===== src/rtl/gcd_engine.sv =====
// Subtractive GCD engine: one subtract per cycle with a valid/ready handshake
// on both sides. Operands containing a zero short-circuit straight to DONE.
module gcd_engine #(
    parameter int WIDTH = 16
) (
    input  logic             clk,
    input  logic             rst_n,
    input  logic             clear,
    input  logic             in_valid,
    output logic             in_ready,
    input  logic [WIDTH-1:0] a_in,
    input  logic [WIDTH-1:0] b_in,
    output logic             out_valid,
    input  logic             out_ready,
    output logic [WIDTH-1:0] gcd_out,
    output logic [WIDTH-1:0] steps_out,
    output logic             err_zero
);

    typedef enum logic [1:0] {IDLE, CALC, DONE} state_t;

    state_t           state, state_nxt;
    logic [WIDTH-1:0] a_q, b_q, cnt;
    logic [WIDTH-1:0] cnt_inc;
    logic             accept, any_zero;

    assign in_ready  = (state == IDLE);
    assign out_valid = (state == DONE);
    assign accept    = in_ready && in_valid && !clear;
    assign any_zero  = (a_in == '0) || (b_in == '0);
    assign cnt_inc   = (cnt == '1) ? cnt : cnt + 1'b1;

    always_ff @(posedge clk or negedge rst_n) begin
        if (!rst_n) state <= IDLE;
        else        state <= state_nxt;
    end

    always_comb begin
        state_nxt = state;
        case (state)
            IDLE:    if (accept) state_nxt = any_zero ? DONE : CALC;
            CALC:    if (a_q == b_q) state_nxt = DONE;
            DONE:    if (out_ready) state_nxt = IDLE;
            default: state_nxt = IDLE;
        endcase
        if (clear) state_nxt = IDLE;
    end

    always_ff @(posedge clk or negedge rst_n) begin
        if (!rst_n) begin
            a_q       <= '0;
            b_q       <= '0;
            cnt       <= '0;
            gcd_out   <= '0;
            steps_out <= '0;
            err_zero  <= 1'b0;
        end else if (accept) begin
            a_q      <= a_in;
            b_q      <= b_in;
            cnt      <= '0;
            err_zero <= (a_in == '0) && (b_in == '0);
            // Zero operands finish at accept; OR of the pair picks the nonzero one.
            if (any_zero) begin
                gcd_out   <= a_in | b_in;
                steps_out <= '0;
            end
        end else if (state == CALC && !clear) begin
            if (a_q == b_q) begin
                gcd_out   <= a_q;
                steps_out <= cnt;
            end else if (a_q > b_q) begin
                a_q <= a_q - b_q;
                cnt <= cnt_inc;
            end else begin
                b_q <= b_q - a_q;
                cnt <= cnt_inc;
            end
        end
    end

endmodule


===== config.mk =====
export PLATFORM = sky130hd
export DESIGN_NAME = gcd_engine
export DESIGN_NICKNAME = d
export VERILOG_FILES = /design/src/rtl/gcd_engine.sv
export SDC_FILE = /design/constraint.sdc
export NUM_CORES = 1
export LEC_CHECK = 0
export BUFFER_PORTS_ARGS = -buffer_cell sky130_fd_sc_hd__buf_2
export CORE_MARGIN = 1.5
export CORE_UTILIZATION = 39
export DETAILED_ROUTE_END_ITERATION = 10
export SLEW_MARGIN = 20
export SYNTH_ARGS = -nofsm -noshare
export SYNTH_HDL_FRONTEND = slang
export SYNTH_SLANG_ARGS = --single-unit

===== constraint.sdc =====
create_clock -name clk -period 2.7 [get_ports clk]
set_input_delay 0.54 -clock clk [delete_from_list [all_inputs] [get_ports clk]]
set_output_delay 0.54 -clock clk [all_outputs]
set_load 0.05 [all_outputs]

Word-level counts from Yosys, hierarchy flattened
Index checks and enable logic that the tools add are counted.
- register bits: 83
- word-level logic and storage cells: 66
- mux-type cells: 26
- $lt $le $gt $ge: 1
- bitwise operators: 1
- reduce and logical (&&, ||, !) cells: 17
- equality and inequality tests: 11
- add/sub/neg operators: 3
- operators by type and width (kind ; number):
    16-bit two-way mux ; 20
    16-bit zero test ; 2
    16-bit subtractor ; 2
    16-bit by 1-bit adder with 16-bit output (second input constant) ; 1
    16-bit equality test ; 1
    16-bit equality test (second input constant) ; 1
    16-bit > comparator ; 1
    16-bit bitwise OR ; 1
    3-bit AND reduction ; 5
    2-bit two-way mux ; 5
    2-bit inequality test (second input constant) ; 3
    3-bit by 2-bit inequality test with 1-bit output (second input constant) ; 2
    2-bit one-hot mux with 3 select lines ; 1
    2-bit nonzero test ; 3
    1-bit logical AND ; 4
    3-bit inequality test (second input constant) ; 1
    2-bit by 1-bit equality test with 1-bit output (second input constant) ; 1
    2-bit equality test (second input constant) ; 1
    2-bit zero test ; 1
    2-bit by 1-bit inequality test with 1-bit output (second input constant) ; 1
    1-bit zero test ; 1
    1-bit logical OR ; 1

Depth between registers and ports, before layout
Gate-level depths: netlist of the first run.
- word-level depth: 6
- depth in mapped cells: 11
- depth with buffers taken out: 9

Least setup slack after synthesis of the first run
No wires, ideal clock.
- path kind: register to register
- from: reg a_q[0]
- to: reg a_q[10]
- cell stages (with the launch flop): 11
- clock period less this slack: 2.519 ns
- path slack: 0.181 ns
- arrival: 2.393 ns
- buffers on the path: 1
- cells stage by stage: dfrtp_1 > inv_1 > ha_1 > fa_1 > nand2b_1 > a21oi_2 > o211ai_2 > a21o_4 > and2_1 > buf_4 > a221o_1
- longest elaborated chain between the ends: 5
- ends and longest elaborated chain (item ; RTL line ; text):
    start, declared ; 23 ; logic [WIDTH-1:0] a_q, b_q, cnt;
    start signal, assigned ; 58 ; a_q <= a_in;
    start signal, assigned ; 72 ; a_q <= a_q - b_q;
    16-bit subtractor ; 72 ;
    16-bit two-way mux ; 71 ; end else if (a_q > b_q) begin
    16-bit two-way mux ; 68 ; if (a_q == b_q) begin
    16-bit two-way mux ; 67 ; end else if (state == CALC && !clear) begin
    16-bit two-way mux ; 57 ; end else if (accept) begin
Parallel ways exist; a longest one is shown, timed or not. The select of a mux whose other input is x is not followed.
A chain may end at the register's enable or synchronous reset.

Final worst setup path of the first run
- from: reg a_q[12]
- to: reg a_q[13]
Same word-level chain as after synthesis.

==> results of run 1 <==
-- logic make-up after synthesis --
kind of cell / count (synthesis) / share of synthesized area [%]
simple gates: 256 / 23.0
flops: 83 / 37.7
buf+inv: 71 / 5.98
fa+ha+maj: 34 / 8.00
compound gates: 163 / 19.4
xor+xnor: 32 / 5.09
mux: 4 / 0.773
-- state kept, by name (all words and copies together) (netlist names) --
| register | flops |
|---|---|
| steps_out | 16 |
| cnt | 16 |
| state | 2 |
| err_zero | 1 |
| a_q | 16 |
| gcd_out | 16 |
| b_q | 16 |
-- per-layer routing --
metal,vias to the layer above,global-route usage (%),share of wire [%]
met1,2525,30.9,45
li1,2440,-,-
met5,-,0,0
met3,28,4.17,5.4
met4,0,9.34,2.7
met2,183,35.9,47
-- per-stage QoR --
step | hold slack (ps) | TNS (ps) | cells | util [%] | instance area, µm²
6_report | 180 | 0 | 911 | 47.7 | 6600
5_1_grt | 215 | 0 | 911 | 47.7 | 6600
4_1_cts | 191 | 0 | 907 | 47.0 | 6500
3_5_place_dp | 453 | -8.32 | 891 | 44.7 | 6180
3_3_place_gp | 446 | 0 | 891 | 44.7 | 6180
2_1_floorplan | 244 | 0 | 643 | - | 5510
-- cells in the mapped netlist, drive strengths merged (2+ instances only) --
| library cell | count | share of area [%] |
|---|---|---|
| fa | 2 | 0.73 |
| nor3 | 10 | 1.0 |
| xnor2 | 18 | 2.9 |
| nand2 | 92 | 6.3 |
| o31ai | 3 | 0.41 |
| nor2 | 51 | 3.7 |
| o211ai | 10 | 1.5 |
| o21a | 4 | 0.55 |
| xor2 | 14 | 2.2 |
| nand4 | 15 | 1.8 |
| ha | 32 | 7.3 |
| nor4b | 2 | 0.32 |
| a22oi | 8 | 1.1 |
| a221o | 16 | 2.9 |
| nor3b | 2 | 0.27 |
| a21oi | 32 | 3.0 |
| inv | 37 | 2.5 |
| and2 | 4 | 0.45 |
| nand3b | 2 | 0.27 |
| mux2i | 2 | 0.36 |
| nand2b | 9 | 1.2 |
| nor4 | 11 | 1.2 |
| nor2b | 5 | 0.57 |
| a21o | 7 | 1.1 |
| dfrtp | 83 | 38 |
| or3 | 19 | 2.2 |
| mux2 | 2 | 0.41 |
| o21ai | 64 | 5.8 |
| and3 | 3 | 0.34 |
| nand3 | 22 | 2.1 |
| a31oi | 6 | 0.95 |
| a211oi | 5 | 0.86 |
| or4 | 4 | 0.61 |
| buf | 22 | 2.6 |
| and4 | 3 | 0.48 |
| clkbuf | 12 | 0.82 |
-- worst max-delay path by stage --
stage | startpoint | endpoint | slack, ps | depth (start not counted)
detailed placement | a_q[12] | a_q[13] | -8 | 8
global route | a_q[12] | a_q[13] | 2 | 8
CTS | a_q[3] | a_q[13] | 40 | 8
floorplan | a_q[0] | a_q[10] | 180 | 10
global placement | a_q[12] | a_q[13] | 20 | 8
finish | a_q[12] | a_q[13] | 80 | 8
-- cell type report --
cell class | instances | area share [%]
inverters | 37 | 2.11
flip-flops and latches | 83 | 31.5
well taps | 180 | 3.41
repair buffers | 105 | 10.1
clock buffers | 9 | 3.41
multi-input cells | 490 | 48.0
clock inverters | 7 | 1.50
-- worst max-delay path, stage by stage, from the launching register on --
cell and delay (ps):
dfrtp_1 440, inv_1 70, ha_1 320, buf_4 200, nand2_1 90, o21ai_2 210
mux2_2 360, or4_1 550, o211ai_1 280
-- power by group --
group	switching, µW	leakage [µW]	internal, µW
Clock	542	0.000156	817
Sequential	266	0.00110	1500
Combinational	3030	0.00185	2170
-- timing repair --
| action | 4_1_cts | 5_1_grt |
|---|---|---|
| pin swaps | 0 | 5 |
| endpoints found under the setup margin | 1 | 32 |
| buffers inserted | 0 | 3 |
| gates resized for setup | 1 | 11 |
| gates cloned | 0 | 1 |
==> flow_summary.json, run 1 <==
{
  "postRouteAntennaNets": 0,
  "grt-ovfl-total": 0,
  "pin_count": 72,
  "grt_pass1_wl_mm": 26.2,
  "ys_seq_area_share_pct": 37.7,
  "crit_fanout": 10,
  "yosysUniqueCellTypes": 62,
  "arrival_ps": 2860,
  "cts_tree": "built",
  "synth-edff-count": 0,
  "place_congestion": 0.976,
  "grt_start_max_net_pins": 50,
  "synth_flop_cell": "dfrtp_1",
  "status": "finished clean",
  "finalCriticalPeriod_ps": 2620,
  "coreArea_um2": 13800,
  "cts_made_buffers": 9,
  "vdd_ir_drop_max_mv": 0.555,
  "max_clock_freq_ghz": 0.382,
  "dp_hpwl_mm": 12.5,
  "syn_area_per_cell_um2": 8.56,
  "yosysWarnings": 0,
  "async_reset_ff_share_pct": 100,
  "powerDensity_nw_per_um2": 1260,
  "finalWirelength_mm": 16.7,
  "pre_cts_ws_ps": -8.32,
  "setup_viol": 0,
  "num-fill-cells": 1321,
  "wl_per_cell_um": 18.3,
  "nets": 797,
  "min_path_type": "in -> async",
  "drive_gt1_share_pct": 20.4,
  "track_usage_pct": 22.8,
  "post-route-period-util_pct": 97.0,
  "die_width_um": 122,
  "layout_commonest_cell": "nand2_1",
  "cts.clk_slew.worst_paths_ps": 70,
  "areaGrowthSynthToFinish_pct": 19.8,
  "antenna_found_initial": 0,
  "diodes": 0,
  "rsz0062_at_grt": "false",
  "drv_cap": 0,
  "finalPower_uw": 8320,
  "initial_core_util_pct": 39.8,
  "critPathKind": "reg -> reg",
  "r2r_slack_ps": 80,
  "worst_setup_path_start_kind": "register",
  "dr.pass1.iters": 5,
  "power.leakage_uw": 0.00311,
  "clockRootBuffer": "clkbuf_16",
  "num_rows": 43,
  "clock_latency_ps": 350,
  "syn-num-nets": 714,
  "vias": 5176,
  "h-tree-depth": 3,
  "maxSlewHeadroom_pct": 35.0,
  "grt_pass1_vias": 5032,
  "synth-seq-cells": 83,
  "netlist_instances": 643,
  "slew_viol_final": 0,
  "regArea_um2": 2080,
  "fin_skew_ps": 10.6,
  "timing.rr.start": "a_q[12]",
  "endpoint_kind": "register",
  "setup_ws_ps": 81.8,
  "worstMarginPinSlew_ps": 973,
  "hold_viol": 0,
  "drc": 0,
  "io_buffers": 71,
  "multi_input_area_um2": 3170,
  "die_area_um2": 14800,
  "drtIter0Drc": 574,
  "post_synth_instance_area_um2": 5510,
  "worst_r2r_endpoint": "a_q[13]",
  "via_per_inst": 5.68,
  "fp.dieH_um": 122,
  "mostFrequentLayoutCells": "nand2_1 (92), dfrtp_1 (83), buf_2 (70), o21ai_0 (55), nor2_1 (49)",
  "cp_data_required_time_ps": 2940,
  "clock_path_buffers": 2,
  "hold_buffers": 0,
  "clock_sinks": 83,
  "worst-r2r-cell-count": 8
}
Power figures use the tool's default switching activity.
==> run 2, diff against run 1 <==
Settings changed: MAX_ROUTING_LAYER set to met4, PLACE_DENSITY_LB_ADDON set to 0.1.
==> run 2 against run 1 <==
Net effect:
- global-route usage rose by 0.86 points
- critical endpoint is now cnt[6]
- critical path type unchanged
- hold slack got worse by 58 ps
- cell area fell by 0.66%
- utilization is 0.32 points lower
- non-clock buffer count rose by 6
- maximum frequency is 3.5% higher
- flip-flop and latch count unchanged
- clock skew decreased by 2.5 ps
- count of clock-buffer cells in the layout unchanged
- sequential power barely moved
- register-to-register slack improved by 90 ps
- largest cell class unchanged
==> flow_summary.json, run 2 (synthesis results as in run 1) <==
{
  "status": "finished clean",
  "cp_cell_sequence": "inv_1, ha_1, nand4_1, nor4_1, buf_4, or4b_1, or3_1, a21oi_1",
  "dp_hpwl_mm": 12.7,
  "die_width_um": 122,
  "post-route-period-util_pct": 93.7,
  "grt_start_max_net_pins": 58,
  "coreArea_um2": 13800,
  "dr.pass1.iters": 5,
  "power.leakage_uw": 0.00312,
  "finalWirelength_mm": 16.6,
  "h-tree-depth": 3,
  "powerDensity_nw_per_um2": 1250,
  "place_congestion": 0.939,
  "pin_count": 72,
  "timing.rr.start": "a_q[5]",
  "track_usage_pct": 23.7,
  "worst-r2r-cell-count": 8,
  "vias": 5115,
  "worst_setup_path_start_kind": "register",
  "initial_core_util_pct": 39.8,
  "clock_latency_ps": 350,
  "worstMarginPinSlew_ps": 970,
  "critical_path_buf_inv_count": 2,
  "pre_cts_ws_ps": 94.4,
  "met2_usage_pct": 37.8,
  "cts.clk_slew.worst_paths_ps": 70,
  "hold_viol": 0,
  "diodes": 0,
  "num_rows": 43,
  "via_per_inst": 5.58,
  "post_cts_resized": 0,
  "cts_setup_buffers": 0,
  "met3_usage_pct": 3.14,
  "setup_ws_ps": 171,
  "cts_made_buffers": 9,
  "cp.depth": 8,
  "grt-ovfl-total": 0,
  "drive_gt1_share_pct": 19.8,
  "rsz0062_at_grt": "false",
  "hold_buffers": 0,
  "finalCriticalPeriod_ps": 2530,
  "slew_viol_final": 0,
  "crit_path_start": "a_q[5]",
  "drv_cap": 0,
  "whs_ps": 122,
  "max_clock_freq_ghz": 0.395,
  "areaGrowthSynthToFinish_pct": 19.0,
  "nets": 802,
  "crit_family": "simple AND/OR/NAND/NOR gates",
  "grt-busiest-layer": "met2",
  "antenna_found_initial": 0,
  "wl_per_cell_um": 18.1,
  "fp.dieH_um": 122,
  "die_area_um2": 14800,
  "layout_commonest_cell": "nand2_1",
  "io_buffers": 71,
  "grt_pass1_vias": 4872,
  "postRouteAntennaNets": 0,
  "slowest_delay_ps": 670,
  "crit_fanout": 9,
  "arrival_ps": 2800,
  "min_path_type": "in -> async",
  "num-fill-cells": 1327,
  "drtIter0Drc": 356,
  "mostFrequentLayoutCells": "nand2_1 (92), dfrtp_1 (83), buf_2 (70), o21ai_0 (56), nor2_1 (49)",
  "clock_sinks": 83,
  "maxSlewHeadroom_pct": 35.2,
  "grt_pass1_wl_mm": 26.0,
  "vdd_ir_drop_max_mv": 0.600,
  "fin_setup_tns_ps": 0,
  "crit_slowest_cell": "or4b_1",
  "setup_viol": 0,
  "fin_skew_ps": 8.03,
  "use_met1_pct": 30.5,
  "clock_path_buffers": 2,
  "cts_tree": "built",
  "endpoint_kind": "register",
  "critPathKind": "reg -> reg",
  "drc": 0,
  "cp_data_required_time_ps": 2970,
  "clockRootBuffer": "clkbuf_16"
}
## run 2: per-layer routing
layer / up-vias / wire, µm
met5: - / 0
met4: 0 / 431
met3: 25 / 843
met2: 165 / 7810
met1: 2473 / 7500
li1: 2452 / -
## run 2: where the power goes
| part | internal [µW] | total, µW | leakage, µW | switching, µW |
|---|---|---|---|---|
| Combinational | 2140 | 5080 | 0.00186 | 2940 |
| Clock | 818 | 1380 | 0.000156 | 560 |
| Sequential | 1500 | 1750 | 0.00110 | 252 |
| Total | 4450 | 8200 | 0.00312 | 3750 |
## run 2: area by class of cell
type / instances / area [µm²] / share of cell area (%)
Clock buffer: 9 / 225 / 3.44
Inverter: 37 / 139 / 2.12
Timing Repair Buffer: 111 / 671 / 10.2
Clock inverter: 7 / 98.8 / 1.51
Sequential cell: 83 / 2080 / 31.7
Multi-Input combinational cell: 489 / 3120 / 47.6
Tap cell: 180 / 225 / 3.44
## run 2: final timing paths
path                                      end  slack (ps)
worst max-delay path                   cnt[6]         170
worst min-delay path                  a_q[12]         120
worst max register to register         cnt[6]         170
max in group asynchronous              b_q[1]        1940
min in group clk                     state[1]         350
worst min register to register  steps_out[14]         460
## run 2: metrics by stage
step           instances  total power (µW)  util [%]  area [µm²]
2_1_floorplan        643              5230         -        5510
3_3_place_gp         900              6740      45.0        6220
3_5_place_dp         900              6730      45.0        6220
4_1_cts              916              8140      47.3        6540
5_1_grt              916              8810      47.4        6550
6_report             916              8200      47.4        6550
## run 2: worst reg2reg max path, cell delays in order (launching register included)
cell and delay (ps):
dfrtp_1 450, inv_1 70, ha_1 380, nand4_1 160, nor4_1 60, buf_4 150
or4b_1 670, or3_1 370, a21oi_1 150
